File: src/rtl/fetch_queue.sv
// -----------------------------------------------------------------------------
// fetch_queue
//
// Instruction-fetch front end with a small in-order fetch queue.
//
// The block issues sequential fetch addresses to a variable-latency
// instruction memory using a req/gnt/rvalid handshake. Each granted request
// allocates a queue entry that holds the request pc. The entry is marked
// filled when its in-order response returns. The head entry is presented to
// decode with valid/ready back-pressure.
//
// A redirect flushes every entry and restarts fetch at the target. Responses
// that are still owed for flushed requests are counted in a discard counter
// and dropped as they arrive.
//
// Ports
//   clk, reset            rising-edge clock, synchronous active-high reset
//   redirect_valid/_pc    flush queue and restart fetch at redirect_pc & ~3
//   imem_req/_addr        fetch request and its address (current pc)
//   imem_gnt              memory accepts the request this cycle
//   imem_rvalid/_rdata    in-order instruction response
//   out_valid/_ready      head handshake towards decode
//   out_pc/_pc4/_instr    head pc, pc+4 and instruction word (0 when empty)
//   occupancy             allocated entries (filled + waiting for response)
//   err                   sticky: a response arrived with nothing owed
// -----------------------------------------------------------------------------
module fetch_queue #(
    parameter int unsigned     XLEN     = 32,
    parameter int unsigned     DEPTH    = 4,
    parameter logic [XLEN-1:0] RESET_PC = '0
) (
    input  logic                       clk,
    input  logic                       reset,
    input  logic                       redirect_valid,
    input  logic [XLEN-1:0]            redirect_pc,
    output logic                       imem_req,
    output logic [XLEN-1:0]            imem_addr,
    input  logic                       imem_gnt,
    input  logic                       imem_rvalid,
    input  logic [31:0]                imem_rdata,
    output logic                       out_valid,
    input  logic                       out_ready,
    output logic [XLEN-1:0]            out_pc,
    output logic [XLEN-1:0]            out_pc4,
    output logic [31:0]                out_instr,
    output logic [$clog2(DEPTH+1)-1:0] occupancy,
    output logic                       err
);

    localparam int unsigned PW = $clog2(DEPTH);
    localparam int unsigned CW = $clog2(DEPTH + 1);
    localparam logic [CW-1:0] DEPTH_C  = CW'(DEPTH);
    localparam logic [CW:0]   DEPTH_CW = (CW + 1)'(DEPTH);

    // Entry storage. Data fields are not reset; the filled flags and the
    // pointers/counters below decide what is meaningful.
    logic [XLEN-1:0]  ent_pc_q    [DEPTH];
    logic [XLEN-1:0]  ent_pc_d    [DEPTH];
    logic [31:0]      ent_instr_q [DEPTH];
    logic [31:0]      ent_instr_d [DEPTH];
    logic [DEPTH-1:0] ent_filled_q, ent_filled_d;

    logic [PW-1:0]    alloc_ptr_q, alloc_ptr_d;
    logic [PW-1:0]    fill_ptr_q,  fill_ptr_d;
    logic [PW-1:0]    head_ptr_q,  head_ptr_d;
    logic [CW-1:0]    count_q,     count_d;
    logic [CW-1:0]    unfilled_q,  unfilled_d;
    logic [CW-1:0]    discard_q,   discard_d;
    logic [XLEN-1:0]  pc_q,        pc_d;
    logic             err_q,       err_d;

    logic             head_filled;
    logic             nonempty;
    logic             issue_ok;
    logic [CW:0]      in_flight;
    logic             do_issue;
    logic             do_pop;
    logic             resp_drop;
    logic             resp_fill;
    logic             resp_spur;

    // Outputs towards memory and decode
    always_comb begin
        // Keep allocated entries plus still-owed discarded responses within
        // DEPTH. This bounds the discard counter to DEPTH after any redirect
        // sequence.
        in_flight   = {1'b0, count_q} + {1'b0, discard_q};
        issue_ok    = (count_q < DEPTH_C) && (in_flight < DEPTH_CW);
        imem_req    = !reset && !redirect_valid && issue_ok;
        imem_addr   = pc_q;

        head_filled = ent_filled_q[head_ptr_q];
        nonempty    = !reset && (count_q != '0);
        out_valid   = !reset && head_filled && !redirect_valid;
        out_pc      = nonempty ? ent_pc_q[head_ptr_q] : '0;
        out_pc4     = nonempty ? (ent_pc_q[head_ptr_q] + XLEN'(4)) : '0;
        out_instr   = (nonempty && head_filled) ? ent_instr_q[head_ptr_q] : '0;
        occupancy   = reset ? '0 : count_q;
        err         = err_q;
    end

    // Next-state logic
    always_comb begin
        do_issue  = imem_req && imem_gnt;
        do_pop    = out_valid && out_ready;
        resp_drop = imem_rvalid && (discard_q != '0);
        resp_fill = imem_rvalid && (discard_q == '0) && (unfilled_q != '0);
        resp_spur = imem_rvalid && (discard_q == '0) && (unfilled_q == '0);

        ent_pc_d     = ent_pc_q;
        ent_instr_d  = ent_instr_q;
        ent_filled_d = ent_filled_q;
        alloc_ptr_d  = alloc_ptr_q;
        fill_ptr_d   = fill_ptr_q;
        head_ptr_d   = head_ptr_q;
        count_d      = count_q;
        unfilled_d   = unfilled_q;
        discard_d    = discard_q;
        pc_d         = pc_q;
        err_d        = err_q | resp_spur;

        if (redirect_valid) begin
            // Every request still waiting for its response becomes a
            // response to throw away. A response arriving right now
            // settles one of those debts immediately.
            pc_d         = redirect_pc & ~XLEN'(3);
            ent_filled_d = '0;
            alloc_ptr_d  = '0;
            fill_ptr_d   = '0;
            head_ptr_d   = '0;
            count_d      = '0;
            unfilled_d   = '0;
            discard_d    = discard_q + unfilled_q - CW'(resp_drop || resp_fill);
        end else begin
            // Issue, fill and pop always touch different entries: issue
            // needs a free slot, fill targets an unfilled slot, and pop
            // takes a filled one.
            if (do_issue) begin
                ent_pc_d[alloc_ptr_q]     = pc_q;
                ent_filled_d[alloc_ptr_q] = 1'b0;
                alloc_ptr_d               = alloc_ptr_q + PW'(1);
                pc_d                      = pc_q + XLEN'(4);
            end
            if (resp_fill) begin
                ent_instr_d[fill_ptr_q]  = imem_rdata;
                ent_filled_d[fill_ptr_q] = 1'b1;
                fill_ptr_d               = fill_ptr_q + PW'(1);
            end
            if (do_pop) begin
                ent_filled_d[head_ptr_q] = 1'b0;
                head_ptr_d               = head_ptr_q + PW'(1);
            end
            count_d    = count_q + CW'(do_issue) - CW'(do_pop);
            unfilled_d = unfilled_q + CW'(do_issue) - CW'(resp_fill);
            discard_d  = discard_q - CW'(resp_drop);
        end
    end

    // Control state
    always_ff @(posedge clk) begin
        if (reset) begin
            ent_filled_q <= '0;
            alloc_ptr_q  <= '0;
            fill_ptr_q   <= '0;
            head_ptr_q   <= '0;
            count_q      <= '0;
            unfilled_q   <= '0;
            discard_q    <= '0;
            pc_q         <= RESET_PC;
            err_q        <= 1'b0;
        end else begin
            ent_filled_q <= ent_filled_d;
            alloc_ptr_q  <= alloc_ptr_d;
            fill_ptr_q   <= fill_ptr_d;
            head_ptr_q   <= head_ptr_d;
            count_q      <= count_d;
            unfilled_q   <= unfilled_d;
            discard_q    <= discard_d;
            pc_q         <= pc_d;
            err_q        <= err_d;
        end
    end

    // Entry payload
    always_ff @(posedge clk) begin
        ent_pc_q    <= ent_pc_d;
        ent_instr_q <= ent_instr_d;
    end

endmodule
File: config.mk
export PLATFORM = sky130hd
export DESIGN_NAME = fetch_queue
export DESIGN_NICKNAME = d
export VERILOG_FILES = /design/src/rtl/fetch_queue.sv
export SDC_FILE = /design/constraint.sdc
export NUM_CORES = 1
export LEC_CHECK = 0
export BUFFER_PORTS_ARGS = -buffer_cell sky130_fd_sc_hd__buf_2
export CAP_MARGIN = 30
export CORE_UTILIZATION = 55
export CTS_BUF_LIST = sky130_fd_sc_hd__clkbuf_8
export DETAILED_ROUTE_END_ITERATION = 8
export PLACE_DENSITY = 0.78
export REMOVE_ABC_BUFFERS = 1
export SLEW_MARGIN = 20
export SYNTH_ARGS = -nofsm -noshare
export SYNTH_HDL_FRONTEND = slang
export SYNTH_SLANG_ARGS = --single-unit
File: constraint.sdc
create_clock -name clk -period 4.4 [get_ports clk]
set_input_delay 0.88 -clock clk [delete_from_list [all_inputs] [get_ports clk]]
set_output_delay 0.88 -clock clk [all_outputs]
set_load 0.03 [all_outputs]
==> metrics.yaml <==
grt_pass1_vias: 8272
slew_violations: 0
power-per-cell-area_nw_per_um2: 372
ys_ff_latch: 298
die_y_um: 157
tightest_slew_ns: 0.860
grt_max_degree: 38
critical_path.slowest_cell: "or4_4"
synth-adder-area-share: 0.0282
drt-initial-drc-count: 704
ioPinCount: 204
rsz0062_at_grt: "no"
async_flop_share: 0
status: "complete, no violations"
vias_per_cell: 5.78
antenna_left: 0
path_max_fanout: 17
syn_area_sq_um: 13200
worstPathArrival_ns: 3.32
cts_hold_buffers: 0
cts_buffer_depth: 3
post_drt_wl_per_cell_um: 19.8
synth_area_leaders: "edfxtp_1, mux4_2, dfxtp_1, ha_1, mux4_1"
yosysMostFrequentCell: "edfxtp_1"
dp_slack_ns: 0.577
grt_overflow: 0
final_area_sq_um: 15400
yosysWarningCount: 0
min_period_ns: 4.20
dieArea_sq_um: 24600
syn_inst: 892
post-route-util: 0.656
path_buf_inv: 1
slew_headroom: 0.426
synth.largest_area_cell: "edfxtp_1"
critPathCaptureType: "output port"
cts_buffers: 45
fin_ws_ns: 0.202
synth_top_area_frac: 0.564
max_freq_mhz: 238
drv_cap: 0
dominantRegCellSynth: "edfxtp_1"
synth_compound_area_frac: 0.0476
vdd_ir_drop_max_v: 0.000197
seq_area_frac_synth: 0.640
clk_latency_ns: 0.54
placed_cell_area_sq_um: 14500
grt_pass1_wl_um: 44400
area_delta_synth_final_pct: 16.6
ys_top_cells_by_count: "edfxtp_1, nor2_1, mux4_2, dfxtp_1, and3_1"
path_cells: "mux4_2, nand4_4, or4_4, or4_1, a21oi_1, buf_2"
post_cts.repair.setup_buffers: 0
yosys.area_share.simple: 0.111
gp_congestion: 0.872
cts.clk_slew.worst_paths_ns: 0.06
start_util: 0.562
portBuffers: 195
clk_root_buffer_cell: "clkbuf_8"
drc: 0
report.final.hold_viol_count: 0
start_kind: "flip-flop"
fin_crit_sh: 0.954
power.leakage_uw: 0.00582
synth_top_family_by_area: "multiplexers"
cts-resized-gates: 0
rows: 56
cts_tree: "done"
vias: 8456
critPathKind: "reg -> out"
yosys.cell_types.count: 49
design.core.area_sq_um: 23500
muxShareOfSynthArea: 0.120
htreeDepth: 2
hpwl_um: 18900
die_x_um: 157
syn_avg_cell_area_sq_um: 14.8
fin_nets: 1208
min_path_type: "reg -> reg"
synth_xor_area_frac: 0.0192
slowest_delay_ns: 0.70
track_usage: 0.239
grt_antenna_before_repair: 2
cp_top_family: "simple AND/OR/NAND/NOR gates"
clock-sinks: 298
drive_gt1_frac: 0.312
crit_required_ns: 3.52
fin_skew_ns: 0.0165
first_pass_iters: 5
synth_enable_flop_cells: 248
finalSetupViolCount: 0
routed_wl_um: 28900
==> final timing paths <==
check / start / endpoint / slack, ns / cells past startpoint
max: head_ptr_q[1] / out_pc4[30] / 0.20 / 6
min: alloc_ptr_q[1] / alloc_ptr_q[1] / 0.50 / 2
max reg2reg: head_ptr_q[0] / count_q[2] / 0.68 / 11
min reg2reg: alloc_ptr_q[1] / alloc_ptr_q[1] / 0.50 / 2
==> layout make-up <==
class,count,area (sq um)
antenna,2,5.00
clock buffer,55,757
clock inverter,24,104
fill,1624,8080
inverter,35,131
multi-input combinational,508,4350
sequential,298,8450
tap,319,399
timing repair buffer,222,1200
==> through the flow <==
| stage | setup TNS [ns] | hold slack (ns) | total power, uW | cells |
|---|---|---|---|---|
| 6_report | 0 | 0.503 | 5730 | 1463 |
| 5_1_grt | 0 | 0.524 | 5950 | 1463 |
| 4_1_cts | 0 | 0.486 | 5780 | 1459 |
| 3_5_place_dp | 0 | 0.455 | 3680 | 1380 |
| 3_3_place_gp | 0 | 0.462 | 3660 | 1380 |
| 2_1_floorplan | -48.34 | 0.469 | 3500 | 841 |
==> worst reg2reg max path, stage by stage (launching register included) <==
cell and delay (ns):
dfxtp_4 0.50, clkbuf_16 0.25, buf_4 0.59, mux4_2 0.65, and3_1 0.31, ha_1 0.32, inv_1 0.04, ha_1 0.19
fa_1 0.38, xnor2_1 0.19, xnor2_1 0.14, nor2_1 0.05
==> sequential cells by signal (all words and copies together) (netlist names) <==
signal,cells
unfilled_q,3
alloc_ptr_q,2
head_ptr_q,2
discard_q,3
ent_pc_q,120
ent_filled_q,4
ent_instr_q,128
fill_ptr_q,2
count_q,3
err,1
imem_addr,30
==> power breakdown <==
part	switching (uW)	leakage, uW	internal [uW]	total [uW]
registers	60.8	0.00267	3110	3170
clock network	988	0.000498	1130	2110
logic	279	0.00266	166	445
==> cells in the final DEF, fill, tap and decap left out, drive strengths merged, types with 11 or more instances in the layout <==
| master | Yosys | routed |
|---|---|---|
| inv | 34 | 49 |
| ha | 25 | 25 |
| o21ai | 12 | 12 |
| nand4 | 21 | 21 |
| a21oi | 24 | 24 |
| xnor2 | 22 | 22 |
| nor2 | 57 | 57 |
| buf | 23 | 221 |
| nor3 | 16 | 16 |
| nand3 | 13 | 13 |
| clkbuf | 33 | 56 |
| nand2 | 44 | 44 |
| or3 | 11 | 11 |
| dfxtp | 50 | 50 |
| a31oi | 17 | 17 |
| and3 | 46 | 46 |
| mux4 | 63 | 63 |
| and2 | 35 | 35 |
| edfxtp | 248 | 248 |
==> kinds of logic after synthesis <==
group | count (synthesis)
buffers and inverters | 91
adders and majority gates | 28
AOI/OAI and AO/OA | 97
other | 1
xor gates and xnor gates | 29
and+or+nand+nor | 274
DFF | 298
muxes | 74
==> layer usage <==
metal,up-vias,wire length [um],track usage,part of all wire
met5,-,0,0,0
met1,4172,12000,0.326,0.41
met3,49,1960,0.0377,0.068
met2,352,14300,0.390,0.49
met4,0,679,0.0868,0.023
li1,3883,-,-,-
(Power assumes the default switching activity.)
